### config.mk
export PLATFORM = sky130hd
export DESIGN_NAME = rp_adc_dac_cal
export DESIGN_NICKNAME = d
export VERILOG_FILES = /design/src/rtl/rp_adc_dac_pkg.sv /design/src/rtl/rp_cal_lane.sv /design/src/rtl/rp_adc_dac_cal.sv
export SDC_FILE = /design/constraint.sdc
export NUM_CORES = 2
export LEC_CHECK = 0
export ABC_CLOCK_PERIOD_IN_PS = 7040
export CAP_MARGIN = 20
export CORE_ASPECT_RATIO = 1.2
export CORE_MARGIN = 10
export CORE_UTILIZATION = 55
export CTS_CLUSTER_SIZE = 12
export DETAILED_ROUTE_END_ITERATION = 8
export HOLD_SLACK_MARGIN = 0.1
export PLACE_DENSITY = 0.74
export SLEW_MARGIN = 0
export SYNTH_ARGS = -nofsm -noshare
export SYNTH_HDL_FRONTEND = slang
export SYNTH_HIERARCHICAL = 1
export SYNTH_SLANG_ARGS = --single-unit
export TNS_END_PERCENT = 100
### constraint.sdc
create_clock -name adc_clk -period 7.04 [get_ports adc_clk]
set_input_delay 1.408 -clock adc_clk [delete_from_list [all_inputs] [get_ports adc_clk]]
set_output_delay 1.408 -clock adc_clk [all_outputs]
set_load 0.01 [all_outputs]
### src/rtl/rp_adc_dac_pkg.sv
// Shared mode encoding, raw/2's-complement code mapping and gain constants
// for the fast ADC/DAC calibration data path.
package rp_adc_dac_pkg;

    typedef enum logic [1:0] {
        MODE_NORMAL = 2'd0,
        MODE_RAMP   = 2'd1,
        MODE_MUTE   = 2'd2,
        MODE_LOOP   = 2'd3
    } dac_mode_e;

    // Bits flipped by the raw <-> 2's mapping: all but the MSB for a
    // negative-slope converter, only the MSB for a positive-slope one.
    function automatic logic [31:0] conv_mask(input int w, input bit inv);
        return inv ? ((32'd1 << (w - 1)) - 32'd1) : (32'd1 << (w - 1));
    endfunction

    function automatic logic [31:0] raw2twos(input logic [31:0] b, input int w, input bit inv);
        return b ^ conv_mask(w, inv);
    endfunction

    // The mapping is an involution, so the reverse direction is the same XOR.
    function automatic logic [31:0] twos2raw(input logic [31:0] b, input int w, input bit inv);
        return raw2twos(b, w, inv);
    endfunction

    function automatic logic [31:0] gain_unity(input int gw);
        return 32'd1 << (gw - 2);
    endfunction

    function automatic logic [31:0] gain_round(input int gw);
        return 32'd1 << (gw - 3);
    endfunction

endpackage

### src/rtl/rp_cal_lane.sv
// One calibration lane: register, add offset, multiply by gain, then round,
// shift back to sample scale and saturate. A bypass bit travels with the
// sample and forces a clean zero out (used for DAC mute).
module rp_cal_lane
    import rp_adc_dac_pkg::*;
#(
    parameter int W      = 14,
    parameter int GAIN_W = 16
) (
    input  logic                     clk,
    input  logic                     rst_n,
    input  logic                     i_byp,
    input  logic signed [W-1:0]      i_x,
    input  logic signed [W-1:0]      i_off,
    input  logic signed [GAIN_W-1:0] i_gain,
    output logic signed [W-1:0]      o_y,
    output logic                     o_sat
);

    localparam int P  = W + GAIN_W + 1;
    localparam int SW = P + 1;
    localparam logic signed [SW-1:0] C_RND = SW'(gain_round(GAIN_W));
    localparam logic signed [SW-1:0] C_MAX = (SW'(1) <<< (W - 1)) - SW'(1);
    localparam logic signed [SW-1:0] C_MIN = -(SW'(1) <<< (W - 1));

    logic signed [W-1:0]      r_x1;
    logic                     r_b1;
    logic signed [W:0]        r_s2;
    logic signed [GAIN_W-1:0] r_g2;
    logic                     r_b2;
    logic signed [P-1:0]      r_s3;
    logic                     r_b3;
    logic signed [W-1:0]      r_y;
    logic                     r_sat;

    logic signed [P-1:0]      w_prod;
    logic signed [SW-1:0]     w_sum;
    logic signed [SW-1:0]     w_shr;

    // Gain travels with its sample from S2 so a shadow reload never mixes
    // an old offset with a new gain on the same sample.
    assign w_prod = $signed({{GAIN_W{r_s2[W]}}, r_s2}) * $signed({{(W + 1){r_g2[GAIN_W-1]}}, r_g2});
    assign w_sum  = $signed({r_s3[P-1], r_s3}) + C_RND;
    assign w_shr  = w_sum >>> (GAIN_W - 2);

    // S1..S4 pipeline with saturation pulse aligned to the S4 output
    always_ff @(posedge clk or negedge rst_n) begin
        if (!rst_n) begin
            r_x1  <= '0;
            r_b1  <= 1'b0;
            r_s2  <= '0;
            r_g2  <= '0;
            r_b2  <= 1'b0;
            r_s3  <= '0;
            r_b3  <= 1'b0;
            r_y   <= '0;
            r_sat <= 1'b0;
        end else begin
            r_x1 <= i_x;
            r_b1 <= i_byp;
            r_s2 <= {r_x1[W-1], r_x1} + {i_off[W-1], i_off};
            r_g2 <= i_gain;
            r_b2 <= r_b1;
            r_s3 <= w_prod;
            r_b3 <= r_b2;
            if (r_b3) begin
                r_y   <= '0;
                r_sat <= 1'b0;
            end else if (w_shr > C_MAX) begin
                r_y   <= W'(C_MAX);
                r_sat <= 1'b1;
            end else if (w_shr < C_MIN) begin
                r_y   <= W'(C_MIN);
                r_sat <= 1'b1;
            end else begin
                r_y   <= w_shr[W-1:0];
                r_sat <= 1'b0;
            end
        end
    end

    assign o_y   = r_y;
    assign o_sat = r_sat;

endmodule

### src/rtl/rp_adc_dac_cal.sv
// Multi-channel ADC/DAC data-path stage: raw code conversion, shadowed
// offset/gain calibration, sticky overrange/saturation flags, and DAC
// ramp / mute / loopback sources.
module rp_adc_dac_cal
    import rp_adc_dac_pkg::*;
#(
    parameter int N_CH    = 2,
    parameter int ADC_DW  = 14,
    parameter int DAC_DW  = 14,
    parameter int GAIN_W  = 16,
    parameter bit ADC_INV = 1'b1,
    parameter bit DAC_INV = 1'b1
) (
    input  logic                     adc_clk,
    input  logic                     adc_rst_i,
    input  logic [N_CH*ADC_DW-1:0]   adc_dat_raw_i,
    output logic [N_CH*ADC_DW-1:0]   adc_dat_o,
    output logic                     adc_valid_o,
    output logic [N_CH-1:0]          adc_ovr_o,
    input  logic [N_CH*DAC_DW-1:0]   dac_dat_i,
    output logic [N_CH*DAC_DW-1:0]   dac_dat_raw_o,
    output logic [N_CH-1:0]          dac_sat_o,
    input  logic [1:0]               dac_mode_i,
    input  logic [N_CH*ADC_DW-1:0]   adc_off_i,
    input  logic [N_CH*DAC_DW-1:0]   dac_off_i,
    input  logic [N_CH*GAIN_W-1:0]   adc_gain_i,
    input  logic [N_CH*GAIN_W-1:0]   dac_gain_i,
    input  logic                     cfg_load_i,
    input  logic                     ovr_clr_i
);

    localparam logic [GAIN_W-1:0] C_UNITY   = GAIN_W'(gain_unity(GAIN_W));
    localparam logic [DAC_DW-1:0] C_DAC_MID = DAC_DW'(twos2raw(32'd0, DAC_DW, DAC_INV));

    logic [N_CH*ADC_DW-1:0] r_adc_off;
    logic [N_CH*DAC_DW-1:0] r_dac_off;
    logic [N_CH*GAIN_W-1:0] r_adc_gain;
    logic [N_CH*GAIN_W-1:0] r_dac_gain;
    logic [DAC_DW-1:0]      r_ramp;
    logic [3:0]             r_vld;
    dac_mode_e              w_mode;

    assign w_mode = dac_mode_e'(dac_mode_i);

    // Shadow calibration: every channel switches on the same strobe
    always_ff @(posedge adc_clk or negedge adc_rst_i) begin
        if (!adc_rst_i) begin
            r_adc_off  <= '0;
            r_dac_off  <= '0;
            r_adc_gain <= {N_CH{C_UNITY}};
            r_dac_gain <= {N_CH{C_UNITY}};
        end else if (cfg_load_i) begin
            r_adc_off  <= adc_off_i;
            r_dac_off  <= dac_off_i;
            r_adc_gain <= adc_gain_i;
            r_dac_gain <= dac_gain_i;
        end
    end

    // Shared ramp: held at 0 outside ramp mode so every entry starts at 0
    always_ff @(posedge adc_clk or negedge adc_rst_i) begin
        if (!adc_rst_i) begin
            r_ramp <= '0;
        end else if (w_mode == MODE_RAMP) begin
            r_ramp <= r_ramp + DAC_DW'(1);
        end else begin
            r_ramp <= '0;
        end
    end

    // Valid follows the ADC pipeline fill after reset release
    always_ff @(posedge adc_clk or negedge adc_rst_i) begin
        if (!adc_rst_i) begin
            r_vld <= '0;
        end else begin
            r_vld <= {r_vld[2:0], 1'b1};
        end
    end

    assign adc_valid_o = r_vld[3];

    for (genvar ch = 0; ch < N_CH; ch++) begin : g_ch
        logic [ADC_DW-1:0]        w_adc_raw;
        logic signed [ADC_DW-1:0] w_adc_x;
        logic signed [ADC_DW-1:0] w_adc_y;
        logic                     w_adc_ext;
        logic                     w_adc_sat;
        logic                     r_adc_ovr;
        logic signed [DAC_DW-1:0] w_loop;
        logic signed [DAC_DW-1:0] w_dac_src;
        logic signed [DAC_DW-1:0] w_dac_y;
        logic                     w_dac_byp;
        logic                     w_dac_sat;
        logic                     r_dac_sat;
        logic [DAC_DW-1:0]        r_dac_raw;

        assign w_adc_raw = adc_dat_raw_i[ch*ADC_DW +: ADC_DW];
        assign w_adc_x   = ADC_DW'(raw2twos(32'(w_adc_raw), ADC_DW, ADC_INV));
        assign w_adc_ext = (&w_adc_raw) | ~(|w_adc_raw);

        rp_cal_lane #(.W(ADC_DW), .GAIN_W(GAIN_W)) u_adc_lane (
            .clk    (adc_clk),
            .rst_n  (adc_rst_i),
            .i_byp  (1'b0),
            .i_x    (w_adc_x),
            .i_off  (r_adc_off[ch*ADC_DW +: ADC_DW]),
            .i_gain (r_adc_gain[ch*GAIN_W +: GAIN_W]),
            .o_y    (w_adc_y),
            .o_sat  (w_adc_sat)
        );

        assign adc_dat_o[ch*ADC_DW +: ADC_DW] = w_adc_y;

        // Sticky ADC overrange; a new event beats a simultaneous clear
        always_ff @(posedge adc_clk or negedge adc_rst_i) begin
            if (!adc_rst_i) begin
                r_adc_ovr <= 1'b0;
            end else begin
                r_adc_ovr <= w_adc_ext | w_adc_sat | (r_adc_ovr & ~ovr_clr_i);
            end
        end

        assign adc_ovr_o[ch] = r_adc_ovr;

        // Loopback is MSB-aligned so full scale maps to full scale
        if (DAC_DW == ADC_DW) begin : g_loop_eq
            assign w_loop = w_adc_y;
        end else if (DAC_DW > ADC_DW) begin : g_loop_pad
            assign w_loop = {w_adc_y, {(DAC_DW - ADC_DW){1'b0}}};
        end else begin : g_loop_trunc
            assign w_loop = w_adc_y[ADC_DW-1 -: DAC_DW];
        end

        // DAC source select at the lane input
        always_comb begin
            w_dac_src = dac_dat_i[ch*DAC_DW +: DAC_DW];
            w_dac_byp = 1'b0;
            case (w_mode)
                MODE_RAMP: w_dac_src = r_ramp;
                MODE_MUTE: begin
                    w_dac_src = '0;
                    w_dac_byp = 1'b1;
                end
                MODE_LOOP: w_dac_src = w_loop;
                default:   ;
            endcase
        end

        rp_cal_lane #(.W(DAC_DW), .GAIN_W(GAIN_W)) u_dac_lane (
            .clk    (adc_clk),
            .rst_n  (adc_rst_i),
            .i_byp  (w_dac_byp),
            .i_x    (w_dac_src),
            .i_off  (r_dac_off[ch*DAC_DW +: DAC_DW]),
            .i_gain (r_dac_gain[ch*GAIN_W +: GAIN_W]),
            .o_y    (w_dac_y),
            .o_sat  (w_dac_sat)
        );

        // Registered raw DAC code and sticky saturation flag
        always_ff @(posedge adc_clk or negedge adc_rst_i) begin
            if (!adc_rst_i) begin
                r_dac_raw <= C_DAC_MID;
                r_dac_sat <= 1'b0;
            end else begin
                r_dac_raw <= DAC_DW'(twos2raw(32'(w_dac_y), DAC_DW, DAC_INV));
                r_dac_sat <= w_dac_sat | (r_dac_sat & ~ovr_clr_i);
            end
        end

        assign dac_dat_raw_o[ch*DAC_DW +: DAC_DW] = r_dac_raw;
        assign dac_sat_o[ch] = r_dac_sat;
    end

endmodule

# Word-level counts from Yosys, hierarchy flattened
# Cells that the tools add are included.
word_totals:
  wordCells: 110
  output_inout_bits: 61
  reg_bits: 537
  inputBits: 182
op_classes:
  n_mul: 4
  bitwise_logic: 19
  reduce_logical: 4
  n_eq_ne: 3
  muxes: 24
  n_addsub: 9
  n_lt_le_gt_ge: 8
ops:
  columns: ["cell", "n"]
  rows:
  - ["2-to-1 mux 14 bit", 11]
  - ["adder 31 x 15 -> 32 bit, second input constant", 4]
  - ["multiplier 15 x 16 -> 31 bit", 4]
  - ["one-hot mux 14 bit (3 select lines)", 2]
  - ["> comparator 18 x 14 -> 1 bit, second input constant", 4]
  - ["< comparator 18 x 14 -> 1 bit, second input constant", 4]
  - ["adder 14 x 14 -> 15 bit", 4]
  - ["NOT 13 bit", 4]
  - ["AND reduction 14 bit", 2]
  - ["OR reduction 14 bit", 2]
  - ["adder 14 x 1 -> 14 bit, second input constant", 1]
  - ["2-to-1 mux 1 bit", 11]
  - ["bitwise OR 1 bit", 8]
  - ["AND 1 bit", 4]
  - ["equality test 2 bit, second input constant", 2]
  - ["NOT 1 bit", 3]
  - ["equality test 2 x 1 -> 1 bit, second input constant", 1]

# Logic depth before layout (Yosys ltp)
logic_depth:
  depth_word: 5
  mapped_depth: 24
  depth_no_buf: 23

# Hierarchy
# The synthesis kept the hierarchy.
modules_own_cells:
  columns: ["module", "instances", "seq_area_each_um2", "cells_each", "area_each_um2"]
  rows:
  - ["rp_cal_lane (g_ch[0].u_dac_lane)", 1, 2026.9, 1213, 11936.4]
  - ["rp_cal_lane (g_ch[0].u_adc_lane)", 1, 2026.9, 1212, 11890.2]
  - ["rp_cal_lane (g_ch[1].u_dac_lane)", 1, 2026.9, 1205, 11832.6]
  - ["rp_cal_lane (g_ch[1].u_adc_lane)", 1, 2026.9, 1190, 11755.0]
  - ["rp_adc_dac_cal", 1, 4291.6, 541, 7025.5]

# Least setup slack after synthesis
# OpenSTA, ideal clock, no wires.
synth_timing:
  path_type: "register to register"
  from: "reg g_ch[0].u_adc_lane.r_g2[15]"
  to: "reg g_ch[0].u_adc_lane.r_s3[30]"
  arrival_time_ns: 6.048
  setup_ns: 0.087
  stages_incl_launch_ff: 20
  n_path_buf: 1
  slack_ns: 0.905
  required_ns: 6.953
  period_less_slack_ns: 6.135
  cell_sequence: "dfrtp_1 > clkbuf_1 > nand2_1 > fa_1 > inv_1 > fa_1 > inv_1 > fa_1 > fa_1 > fa_1 > inv_1 > fa_1 > ha_1 > a21oi_1 > o21bai_1 > a21o_1 > a221oi_2 > nand4b_1 > a2111o_1 > o211ai_1"
synth_between:
  elab_chain_cells: 1
synth_rtl:
  columns: ["element", "line_no", "source"]
  rows:
  - ["start: declaration", "rp_cal_lane.sv:29", "logic signed [GAIN_W-1:0] r_g2;"]
  - ["start signal: assignment", "rp_cal_lane.sv:62", "r_g2 <= i_gain;"]
  - ["multiplier 15 x 16 -> 31 bit", "rp_cal_lane.sv:42", "assign w_prod = $signed({{GAIN_W{r_s2[W]}}, r_s2}) * $signed({{(W + 1){r_g2[GAIN_W-1]}}, r_g2});"]
  - ["named net g_ch[0].u_adc_lane.w_prod[30]", "rp_cal_lane.sv:36", "logic signed [P-1:0] w_prod;"]
  - ["end signal: assignment", "rp_cal_lane.sv:64", "r_s3 <= w_prod;"]
  - ["end: declaration", "rp_cal_lane.sv:31", "logic signed [P-1:0] r_s3;"]
# The timed path passes the listed nets, and every way through them passes these cells.
# A chain may end at the register's enable or synchronous reset.

# Final worst setup path
layout_timing:
  from: "reg g_ch[0].u_dac_lane.r_s2[9]"
  to: "reg g_ch[0].u_dac_lane.r_s3[28]"
layout_between:
  elab_chain_cells: 1
layout_rtl:
  columns: ["element", "line_no", "source"]
  rows:
  - ["start: declaration", "rp_cal_lane.sv:28", "logic signed [W:0] r_s2;"]
  - ["start signal: assignment", "rp_cal_lane.sv:61", "r_s2 <= {r_x1[W-1], r_x1} + {i_off[W-1], i_off};"]
  - ["multiplier 15 x 16 -> 31 bit", "rp_cal_lane.sv:42", null]
  - ["named net g_ch[0].u_dac_lane.w_prod[28]", "rp_cal_lane.sv:36", null]
  - ["end signal: assignment", "rp_cal_lane.sv:64", null]
  - ["end: declaration", "rp_cal_lane.sv:31", null]
# The timed path passes the listed nets, and every way through them passes these cells.

==> flow_summary.toml <==
[outcome]
outcome = "complete, no violations"

[global_routing]
grt_max_degree = 174
grt-ovfl-total = 0
grt_first_pass_wirelength_mm = 208.1
grtUsageTotal = 0.2326
antenna_found_initial = 0
grt_pass1_vias = 40380

[yosys]
postSynthAreaPerCell_um2 = 10.15
ys_ff_latch = 494
synth_area_leaders = "fa_1 35%, dfrtp_1 21%, ha_1 8.8%, inv_1 8.6%, and2_1 4.8%"
synth_top_cell_area_share = 0.3457
ys_seq_area_frac = 0.2278
yosysTopAreaCell = "fa_1"
synthCells = 5361
async_flop_share = 1.000
syn_area_mm2 = 0.05444
ys_warn_count = 6
synth_edf_count = 0
synthFlopType = "dfrtp_1"
synth.distinct_cells = 99

[critical_path]
cp-start-kind = "flop"
r2r_slack_ns = 0.53
worstPathRequired_ns = 7.56
critPathArrivalTime_ns = 7.03
cp-end-kind = "flop"
crit_type = "flop to flop"
rr_startpoint = "g_ch[0].u_dac_lane/r_s2[9]"
r2r_end = "g_ch[0].u_dac_lane/r_s3[28]"
crit_fanout = 16
worstRegToRegCells = 18

[detailed_routing]
drtPass1Iterations = 6
avgRoutedWirePerCell_um = 18.21
viasPerCell = 5.308
routed_wl_mm = 124.9
drt_drc_violations_left = 0
vias = 36390
antenna_left = 0
drtIter0Drc = 2121

[finish]
fin_nets = 7033
fill_cells = 8210
seq_area_mm2 = 0.01240
utilization = 0.6087
drive_gt1_frac = 0.06511
multiInputGateArea_mm2 = 0.03669
area_delta_synth_final_pct = 9.991

[die]
dieArea_mm2 = 0.1120
io_pins = 243
core.rowCount = 126
coreArea_mm2 = 0.09837
initial_core_util = 0.5534
die_h_um = 364.6
die_w_um = 307.2

[sta]
finalCriticalPeriod_ns = 6.513
period_share = 0.9252
slew_headroom = 0.3598
slew_violations = 0
tightest_slew_ns = 0.9602
setup_violations = 0
finClkSkew_ns = 0.03469
fmax_ghz = 0.1535
rsz0062_at_grt = "no"
tns_ns = 0
finalHoldViolCount = 0

[placed_design]
dpl.hpwl_mm = 102.3
gp_congestion = 0.8953
portBuffers = 242

[clocking]
cts-hold-fix-buffers = 0
htree_levels = 2
clockRootBuffer = "clkbuf_16"
cts_buffer_depth = 3
cts_resized = 0
path_clk_slew_ns = 0.07
cts_tree = "done"
insertion_delay_ns = 0.64
clock-sinks = 494
postCtsSetupRepairBufs = 0
cts_inserted_buffers = 55

[min_path]
hold_depth = 0
hold-path-endpoint = "g_ch[0].u_adc_lane/r_g2[2]"
min_from = "r_adc_gain[2]"
hold_path_class = "flop to flop"

[run]
maxCapViolCount = 0
[synthesized netlist by cell type, drive strengths merged (5+ instances only)]
cell / number
inv: 1241
fa: 940
nand2: 588
dfrtp: 464
and2: 414
ha: 381
o21ai: 145
clkbuf: 139
xnor2: 137
nor2: 131
mux2: 121
a21oi: 94
xor2: 67
nand3: 56
a21o: 35
mux2i: 31
nand2b: 31
nand4: 31
dfstp: 30
buf: 28
nor3: 28
nor4: 17
and3: 16
o21a: 16
nor2b: 15
a31oi: 14
a211oi: 12
or2: 12
o21bai: 11
o31ai: 10
a21boi: 9
a221oi: 9
o211ai: 9
or3: 6
or4: 6
a311oi: 5
o41ai: 5
[worst max-delay path: stages, from the launching register on]
cell and delay (ns):
dfrtp_1 0.79, nand2_1 0.17, fa_1 0.56, inv_1 0.05, fa_1 0.59, fa_1 0.45
fa_1 0.47, fa_1 0.51, inv_1 0.06, fa_1 0.47, inv_1 0.04, ha_1 0.33
a211o_1 0.30, a221o_1 0.29, a221oi_2 0.39, o21ai_2 0.20, a221o_1 0.40, a211oi_1 0.24
nor2_1 0.07
[per-layer routing]
metal  share of wire  vias up  track usage
met5               0        -            0
met4           0.032        0      0.07257
met3           0.071      230      0.04596
met2            0.48     1084       0.3949
met1            0.41    18590       0.2989
li1                -    16490            -
[stage by stage]
| stage | cell area [um2] | hold slack (ns) | instances | worst slack (ns) |
|---|---|---|---|---|
| 2_1_floorplan | 54440 | 0.3312 | 5362 | 0.9050 |
| 5_1_grt | 59880 | 0.3457 | 6855 | 0.2160 |
| 6_report | 59880 | 0.3418 | 6856 | 0.5267 |
| 4_1_cts | 59860 | 0.3427 | 6854 | 0.5129 |
| 3_3_place_gp | 58040 | 0.3315 | 6752 | 0.6177 |
| 3_5_place_dp | 58040 | 0.3356 | 6752 | 0.5204 |
[flip-flops by register name, indices dropped and copies added (netlist names), 4 cells and up]
| register | flops |
|---|---|
| r_dac_off | 28 |
| r_adc_gain | 32 |
| g_ch.u_dac_lane/r_x1 | 28 |
| g_ch.u_adc_lane/o_y | 28 |
| g_ch.u_dac_lane/o_y | 28 |
| r_dac_gain | 32 |
| g_ch.u_adc_lane/r_x1 | 28 |
| g_ch.u_adc_lane/r_s2 | 30 |
| g_ch.u_adc_lane/r_s3 | 36 |
| g_ch.u_dac_lane/r_s2 | 30 |
| r_vld | 4 |
| g_ch.u_dac_lane/r_g2 | 32 |
| r_adc_off | 28 |
| g_ch.u_dac_lane/r_s3 | 36 |
| r_ramp | 14 |
| g_ch.u_adc_lane/r_g2 | 32 |
| g_ch.r_dac_raw | 28 |
[final cells by class]
cell class | count | share of cell area
multi-input combinational | 3460 | 0.6127
sequential | 494 | 0.2071
inverter | 1241 | 0.07779
timing repair buffer | 278 | 0.04532
clock buffer | 81 | 0.02681
tap | 1280 | 0.02675
clock inverter | 21 | 0.003552
antenna | 1 | 0.00004179
[logic make-up after synthesis]
group                      count (synthesis)  share of synthesized area
xor gates and xnor gates                 204                    0.03282
buffers and inverters                   1408                    0.09844
muxes                                    152                    0.03073
DFF                                      494                     0.2278
adders and majority gates               1321                     0.4332
AOI/OAI and AO/OA                        409                    0.05098
and+or+nand+nor                         1371                     0.1259
other                                      2                  0.0001380
[worst max-delay path by stage]
stage                                            from                          end  slack [ns]  depth (start not counted)
after CTS                  g_ch[0].u_dac_lane/r_s2[9]  g_ch[0].u_dac_lane/r_s3[28]        0.51                         18
final                      g_ch[0].u_dac_lane/r_s2[9]  g_ch[0].u_dac_lane/r_s3[28]        0.53                         18
after detailed placement   g_ch[0].u_dac_lane/r_s2[8]  g_ch[0].u_dac_lane/r_s3[28]        0.52                         20
after global placement     g_ch[0].u_dac_lane/r_s2[9]  g_ch[0].u_dac_lane/r_s3[28]        0.62                         18
after global routing       g_ch[0].u_dac_lane/r_s2[9]  g_ch[0].u_dac_lane/r_s3[30]        0.22                         19
after floorplan           g_ch[0].u_adc_lane/r_g2[15]  g_ch[0].u_adc_lane/r_s3[30]        0.90                         19
[layout by cell type (no fill, tap or decap), types with 6 or more instances in the layout]
master / synthesis / layout
inv_1: 1241 / 1241
fa_1: 940 / 940
nand2_1: 588 / 588
dfrtp_1: 464 / 464
and2_1: 414 / 414
ha_1: 381 / 381
clkdlybuf4s50_1: 0 / 239
xnor2_1: 137 / 137
nor2_1: 128 / 128
mux2_2: 120 / 120
o21ai_0: 87 / 87
a21oi_1: 86 / 86
xor2_1: 67 / 67
clkbuf_16: 0 / 56
nand3_1: 52 / 52
a21o_1: 35 / 35
buf_4: 6 / 34
o21ai_2: 32 / 32
mux2i_1: 31 / 31
nand2b_1: 30 / 30
dfstp_2: 30 / 30
nand4_1: 29 / 29
nor3_1: 26 / 26
o21ai_1: 26 / 26
and3_1: 16 / 16
nor2b_1: 15 / 15
o21a_1: 15 / 15
clkbuf_1: 139 / 14
a31oi_1: 14 / 14
nor4_1: 13 / 13
a211oi_1: 12 / 12
clkbuf_8: 0 / 11
o31ai_1: 10 / 10
clkinv_2: 0 / 10
o21bai_1: 10 / 10
o211ai_1: 8 / 8
a21oi_2: 8 / 8
or2_2: 7 / 7
or4_1: 6 / 6
Power is not shown: default switching activity piles up to over one toggle a cycle in this logic, so the estimate is an artifact.
